### src/rtl/iot_riscv_pkg.sv
// Shared writeback types: FSM state, load-size encoding and the captured load context.
package iot_riscv_pkg;

  typedef enum logic [1:0] {
    ST_IDLE      = 2'd0,
    ST_WRITE     = 2'd1,
    ST_LOAD_WAIT = 2'd2
  } wb_state_e;

  typedef enum logic [1:0] {
    LS_BYTE     = 2'b00,
    LS_HALF     = 2'b01,
    LS_WORD     = 2'b10,
    LS_WORD_ALT = 2'b11
  } load_size_e;

  typedef struct packed {
    load_size_e size;
    logic       is_unsigned;
    logic [1:0] addr_lo;
  } ld_ctx_t;

endpackage

### src/rtl/iot_riscv_load_align.sv
// Combinational load-data lane select and sign/zero extension; no latency, no flow control.
module iot_riscv_load_align
  import iot_riscv_pkg::*;
(
  input  logic [31:0] rdata_i,
  input  load_size_e  size_i,
  input  logic        unsigned_i,
  input  logic [1:0]  addr_lo_i,
  output logic [31:0] data_o
);

  logic [7:0]  byte_w;
  logic [15:0] half_w;

  assign byte_w = rdata_i[{addr_lo_i, 3'b000} +: 8];
  assign half_w = rdata_i[{addr_lo_i[1], 4'b0000} +: 16];

  always_comb begin
    data_o = rdata_i;
    case (size_i)
      LS_BYTE: data_o = {{24{byte_w[7] & ~unsigned_i}}, byte_w};
      LS_HALF: data_o = {{16{half_w[15] & ~unsigned_i}}, half_w};
      default: data_o = rdata_i;
    endcase
  end

endmodule

### src/rtl/iot_riscv_writeback.sv
// Writeback stage: one register-file write per cycle, one cycle after accept or load response.
// Backpressure: ex_ready_o drops while a load waits for the data bus; a timeout or bus error aborts it.
module iot_riscv_writeback
  import iot_riscv_pkg::*;
#(
  parameter int TMO_W   = 8,
  parameter int TMO_MAX = 255
) (
  input  logic        main_clk_i,
  input  logic        main_rst_an_i,
  input  logic        ex_valid_i,
  output logic        ex_ready_o,
  input  logic [4:0]  ex_rd_index_i,
  input  logic [31:0] ex_result_i,
  input  logic        ex_is_load_i,
  input  logic [1:0]  ex_load_size_i,
  input  logic        ex_load_unsigned_i,
  input  logic [1:0]  ex_addr_lo_i,
  input  logic        dbus_rvalid_i,
  input  logic [31:0] dbus_rdata_i,
  input  logic        dbus_err_i,
  input  logic        flush_i,
  output logic [4:0]  rd_index_o,
  output logic [31:0] rd_value_o,
  output logic        rd_we_o,
  input  logic [4:0]  id_ra_index_i,
  input  logic [4:0]  id_rb_index_i,
  output logic [31:0] fwd_data_o,
  output logic        fwd_a_en_o,
  output logic        fwd_b_en_o,
  output logic        load_use_stall_o,
  output logic        load_fault_o
);

  localparam logic [TMO_W-1:0] TMO_LAST = TMO_W'(TMO_MAX);

  wb_state_e         state_q;
  logic [4:0]        rd_index_q;
  logic [31:0]       rd_value_q;
  logic              rd_we_q;
  logic              fault_q;
  ld_ctx_t           ld_q;
  logic [TMO_W-1:0]  tmo_q;
  logic [TMO_W-1:0]  tmo_d;
  logic              tmo_expire;
  logic              accept;
  logic [31:0]       ld_data;

  assign ex_ready_o = (state_q != ST_LOAD_WAIT);
  assign accept     = ex_valid_i & ex_ready_o & ~flush_i;
  assign tmo_d      = tmo_q + 1'b1;
  assign tmo_expire = (tmo_d == TMO_LAST);

  iot_riscv_load_align u_align (
    .rdata_i    (dbus_rdata_i),
    .size_i     (ld_q.size),
    .unsigned_i (ld_q.is_unsigned),
    .addr_lo_i  (ld_q.addr_lo),
    .data_o     (ld_data)
  );

  // rd_we_q is only ever set for a non-zero destination, so x0 never writes.
  always_ff @(posedge main_clk_i) begin
    if (!main_rst_an_i) begin
      state_q    <= ST_IDLE;
      rd_index_q <= '0;
      rd_value_q <= '0;
      rd_we_q    <= 1'b0;
      fault_q    <= 1'b0;
      ld_q       <= '0;
      tmo_q      <= '0;
    end else begin
      fault_q <= 1'b0;
      rd_we_q <= 1'b0;
      case (state_q)
        ST_LOAD_WAIT: begin
          if (dbus_rvalid_i && !dbus_err_i) begin
            rd_value_q <= ld_data;
            rd_we_q    <= (rd_index_q != 5'd0);
            state_q    <= ST_WRITE;
          end else if (dbus_rvalid_i || tmo_expire) begin
            fault_q <= 1'b1;
            state_q <= ST_IDLE;
          end else begin
            tmo_q <= tmo_d;
          end
        end
        default: begin
          if (accept) begin
            rd_index_q <= ex_rd_index_i;
            if (ex_is_load_i) begin
              ld_q    <= '{size: load_size_e'(ex_load_size_i),
                           is_unsigned: ex_load_unsigned_i,
                           addr_lo: ex_addr_lo_i};
              tmo_q   <= '0;
              state_q <= ST_LOAD_WAIT;
            end else begin
              rd_value_q <= ex_result_i;
              rd_we_q    <= (ex_rd_index_i != 5'd0);
              state_q    <= ST_WRITE;
            end
          end else begin
            state_q <= ST_IDLE;
          end
        end
      endcase
    end
  end

  assign rd_index_o   = rd_index_q;
  assign rd_value_o   = rd_value_q;
  assign rd_we_o      = rd_we_q;
  assign load_fault_o = fault_q;
  assign fwd_data_o   = rd_value_q;
  assign fwd_a_en_o   = rd_we_q & (rd_index_q != 5'd0) & (rd_index_q == id_ra_index_i);
  assign fwd_b_en_o   = rd_we_q & (rd_index_q != 5'd0) & (rd_index_q == id_rb_index_i);
  assign load_use_stall_o = (state_q == ST_LOAD_WAIT) & (rd_index_q != 5'd0) &
                            ((rd_index_q == id_ra_index_i) | (rd_index_q == id_rb_index_i));

endmodule

### config.mk
export PLATFORM = sky130hd
export DESIGN_NAME = iot_riscv_writeback
export DESIGN_NICKNAME = d
export VERILOG_FILES = /design/src/rtl/iot_riscv_pkg.sv /design/src/rtl/iot_riscv_load_align.sv /design/src/rtl/iot_riscv_writeback.sv
export SDC_FILE = /design/constraint.sdc
export NUM_CORES = 1
export LEC_CHECK = 0
export CORE_ASPECT_RATIO = 1.2
export CORE_MARGIN = 4
export CORE_UTILIZATION = 46
export DETAILED_ROUTE_END_ITERATION = 8
export PLACE_DENSITY = 0.89
export RECOVER_POWER = 25
export SETUP_SLACK_MARGIN = 0.3
export SLEW_MARGIN = 20
export SYNTH_ARGS = -nofsm -noshare
export SYNTH_HDL_FRONTEND = slang
export SYNTH_HIERARCHICAL = 1
export SYNTH_SLANG_ARGS = --single-unit
### constraint.sdc
create_clock -name main_clk_i -period 3.6 [get_ports main_clk_i]
set_input_delay 0.54 -clock main_clk_i [delete_from_list [all_inputs] [get_ports main_clk_i]]
set_output_delay 0.54 -clock main_clk_i [all_outputs]
set_load 0.005 [all_outputs]
After elaboration in Yosys (flattened, before gate mapping) --
Cells that the tools add are included.
Storage, ports and cells: register bits 54, word-level logic and storage cells 70
Cells by class: $add $sub $neg 1, eq/ne operators 11, shift operators 2, mux-type cells 20, bitwise logic cells 14, reduce and logical (&&, ||, !) cells 13
Operators with widths (count):
- $mux 32 | 4
- $pmux 32 s2 | 1
- $mux 8 | 5
- $shiftx 32x6->16 | 1
- $shiftx 32x6->8 | 1
- $eq 5x5->1 | 2
- $mux 2 | 5
- $reduce_bool 5->1 | 2
- $and 1x1->1 | 9
- $add 8x1->8 const B | 1
- $eq 8x8->1 const B | 1
- $ne 2x2->1 const B | 4
- $reduce_and 3->1 | 2
- $mux 1 | 5
- $not 1->1 | 4
- $reduce_and 4->1 | 1
- $reduce_bool 2->1 | 2
- $ne 3x3->1 const B | 1
- $reduce_or 3->1 | 1
- $eq 2x1->1 const B | 1
- $eq 2x2->1 const B | 1
- $logic_not 2->1 | 1
- $ne 2x1->1 const B | 1
- $reduce_and 2->1 | 1
- 4 further kinds | 4

Longest topological paths before layout --
depth after elaboration 6, mapped depth 10, gate-level depth less buffers 7

By module --
The synthesis kept the hierarchy.
Modules (own cells, without submodules):
- iot_riscv_writeback | instances 1, cells each 375, area each 3036.7 µm², sequential area each 1081.0 µm²
- iot_riscv_load_align | instances 1, cells each 117, area each 714.4 µm², sequential area each 0.0 µm²

Least setup slack after synthesis --
No wires, ideal clock.
kind input to register, start point in dbus_rdata_i[31], end point reg rd_value_q[16] (netlist: fwd_data_o[16]), arrival 1655 ps, required time 3484 ps, path slack 1828 ps, stages 9, path buffers 2, cells stage by stage mux2_2 a21oi_1 and2_1 buf_6 buf_6 a21oi_2 nand2_1 nand3_1 o211a_1
Between the ends: longest elaborated chain between the ends 5, elaborated cells between the ends (all ways) 7
Ends and longest elaborated chain:
- from (decl) | RTL line iot_riscv_writeback.sv:20 | input logic [31:0] dbus_rdata_i,
- $shiftx 32x6->16 / $shiftx 32x6->8 (equally long branches) | RTL line iot_riscv_load_align.sv:16, iot_riscv_load_align.sv:15
- $and 1x1->1, on equally long branches | RTL line iot_riscv_load_align.sv:22, iot_riscv_load_align.sv:21
- $pmux 32 s2 * | RTL line iot_riscv_load_align.sv:20 | case (size_i)
- via ld_data[16] | RTL line iot_riscv_writeback.sv:47 | logic [31:0] ld_data;
- $mux 32 * | RTL line iot_riscv_writeback.sv:77 | if (dbus_rvalid_i && !dbus_err_i) begin
- $mux 32 * | RTL line iot_riscv_writeback.sv:75 | case (state_q)
- to (signal assigned) | RTL line iot_riscv_writeback.sv:78 | rd_value_q <= ld_data;
- to (signal assigned) | RTL line iot_riscv_writeback.sv:98 | rd_value_q <= ex_result_i;
- to (decl) | RTL line iot_riscv_writeback.sv:39 | logic [31:0] rd_value_q;
The timed path passes the listed nets; every way through them passes the cells marked *. The select of a mux whose other input is x is not followed. A chain may end at the register's enable or synchronous reset.

Final worst setup path --
start point in id_ra_index_i[0], end point out load_use_stall_o
Between the ends: longest elaborated chain between the ends 3
Ends and longest elaborated chain:
- from (decl) | RTL line iot_riscv_writeback.sv:26 | input logic [4:0] id_ra_index_i,
- $eq 5x5->1 | RTL line iot_riscv_writeback.sv:118 | ((rd_index_q == id_ra_index_i) | (rd_index_q == id_rb_index_i));
- $or 1x1->1 | RTL line iot_riscv_writeback.sv:118
- $and 1x1->1 | RTL line iot_riscv_writeback.sv:117 | assign load_use_stall_o = (state_q == ST_LOAD_WAIT) & (rd_index_q != 5'd0) &
- to (decl) | RTL line iot_riscv_writeback.sv:31 | output logic load_use_stall_o,
No other way between the ends.

==> impl_metrics.toml <==
[global_route]
gr-total-overflow = 0
antenna_found_initial = 0
grt_start_max_net_pins = 47
grtUsageTotal = 0.239
grt_pass1_wl_um = 19000
grt_pass1_vias = 3749

[routing]
first_pass_iters = 5
totalWireLength_um = 11800
num_vias = 3909
routed_via_density = 5.67
ant_nets = 0
dr.first_iter.drc_count = 257
route.detailed.wl_per_inst_um = 17.1
drc = 0

[placement]
port_buffers = 165
routabilityCongestion = 0.958
dp_hpwl_um = 9050

[sta]
period_share = 0.728
worst_clock_skew_ns = 0.0149
fmax_mhz = 381
fin_hold_ws_ns = 0.503
worstMarginPinSlew_ns = 0.737
finalCriticalPeriod_ns = 2.62
drv_slew = 0
setup-violations-final = 0
finalHoldViolations = 0
setup_tns_ns = 0
maxSlewHeadroom = 0.508
rsz0062_at_grt = "false"

[yosys]
avgSynthCellArea_um2 = 7.62
synth-seq-cells = 54
synth_edf_count = 0
syn_area_um2 = 3750
synthDistinctLibCells = 52
ys.flop_type = "dfxtp_1"
synth_compound_area_frac = 0.233
synth_warnings = 6
muxShareOfSynthArea = 0.0464
synth-xor-area-share = 0.0280
async_reset_ff_frac = 0
synth_cells = 492
synth_seq_area_share = 0.288
synth-simple-area-share = 0.277
synthesis.nets = 585
synth_top_family_by_area = "simple AND/OR/NAND/NOR gates"
yosys.area_share.adder = 0.00667

[die]
dieArea_um2 = 9670
coreArea_um2 = 7790
io_pins = 166
num_rows = 35
die_width_um = 90.4
initial_core_util = 0.481
die_h_um = 107

[setup_path]
max_stage_delay_ns = 0.52
path_max_fanout = 2
cp.required_ns = 3.06
crit_buf_inv = 2
critPathLaunchType = "primary input"
cpLargestDelayFamily = "buffers and inverters"
crit_chain = "clkdlybuf4s50_1, xor2_1, nor3_1, nand3_1, a21oi_1, clkdlybuf4s50_1"
crit_slowest_cell = "clkdlybuf4s50_1"
crit_path_end_kind = "output port"
path_class = "primary input to output port"
cp_common_cell = "clkdlybuf4s50_1"
arrival_ns = 2.08

[cts]
clk_latency_ns = 0.31
cts_resized = 0
clock_path_buffers = 2
cts.htree.levels = 2
clkTransAtPathRegs_ns = 0.10
cts_tree = "done"
clockRootBuffer = "clkbuf_8"
cts.sinks = 54
hold_buffers = 0
postCtsSetupBuffers = 0
cts_inserted_buffers = 5

[cells_and_area]
drive_above_1_share = 0.0753
final_nets = 690
layout_commonest_cell = "clkdlybuf4s50_1"
seq_area_um2 = 1080
antenna_cells = 0
multiInputGateArea_um2 = 2240
area_growth_pct = 40.1
final_cell_mix = "133 x clkdlybuf4s50_1, 113 x nand2_1, 54 x dfxtp_1"
nFillCells = 638

[job]
drv_cap = 0

[worst_hold_path]
holdCritPathClass = "register to register"

[power_and_ir_drop]
power.density_nw_per_um2 = 286
leakagePower_uw = 0.00230
max-vdd-ir-drop_mv = 0.184

[outcome]
status = "finished clean"
==> registers in the layout, indices dropped and copies added, names as in the netlist <==
name / cells
tmo_q: 8
fwd_data_o: 32
ld_q: 5
rd_index_o: 5
rd_we_o: 1
load_fault_o: 1
state_q: 2
==> through the flow <==
| stage | util | worst slack, ns | std cells | total power [uW] | cell area, um^2 |
|---|---|---|---|---|---|
| after floorplan | - | 1.83 | 492 | 888 | 3750 |
| after global placement | 0.660 | 0.979 | 682 | 1090 | 5140 |
| after detailed placement | 0.660 | 0.900 | 682 | 1100 | 5140 |
| after CTS | 0.674 | 0.979 | 690 | 1520 | 5250 |
| after global routing | 0.674 | 0.808 | 690 | 1570 | 5250 |
| final | 0.674 | 0.977 | 690 | 1500 | 5250 |
==> final cells by class <==
class,count,share of cell area
inverter,4,0.00286
clock inverter,2,0.00714
sequential,54,0.206
timing repair buffer,170,0.323
multi-input combinational,362,0.426
tap,92,0.0219
clock buffer,6,0.0138
==> tightest hold or removal path: stages, from the launching register on <==
cell,delay (ns)
dfxtp_1,0.34
nand2_1,0.05
a21boi_0,0.07
==> cells in the mapped netlist, types with 6 or more instances <==
library cell | n | area (um^2)
buf_2 | 15 | 75.1
o21ai_0 | 9 | 45.0
xnor2_1 | 6 | 52.6
a21boi_0 | 11 | 82.6
dfxtp_1 | 54 | 1080
a21oi_1 | 27 | 135
a21oi_2 | 10 | 87.6
mux2_2 | 10 | 113
nand3_1 | 48 | 240
o211a_1 | 33 | 330
nor2_1 | 12 | 45.0
xor2_1 | 6 | 52.6
buf_4 | 33 | 248
clkbuf_1 | 18 | 67.6
nor3_1 | 6 | 30.0
a22oi_1 | 9 | 67.6
nand2_1 | 113 | 424
nor2b_1 | 17 | 106
==> final timing paths <==
kind	from	end	slack, ns	cells after the start
hold reg to reg	ld_q[2]$_SDFFE_PN0P_	ld_q[2]$_SDFFE_PN0P_	0.50	2
setup reg to reg	ld_q[1]$_SDFFE_PN0P_	fwd_data_o[30]$_SDFFE_PN0P_	1.04	7
setup / recovery	id_ra_index_i[0]	load_use_stall_o	0.98	6
hold / removal	ld_q[2]$_SDFFE_PN0P_	ld_q[2]$_SDFFE_PN0P_	0.50	2
==> report_power, final <==
part / internal (uW) / switching, uW / total [uW]
clock: 208 / 210 / 418
sequential: 628 / 32.5 / 661
combinational: 243 / 178 / 421
total: 1080 / 421 / 1500
==> cells by family after synthesis <==
kind of cell | after synthesis
and+or+nand+nor | 218
buffers and inverters | 76
AOI/OAI and AO/OA | 114
muxes | 16
adders and majority gates | 2
DFF | 54
xor gates and xnor gates | 12
==> layer usage <==
layer	track usage	vias up	routed length [um]
met2	0.439	183	6040
li1	-	1887	-
met3	0.0463	24	832
met5	0	-	0
met4	0.0788	0	291
met1	0.278	1815	4660
No activity file was read; power rests on OpenSTA's default activity.
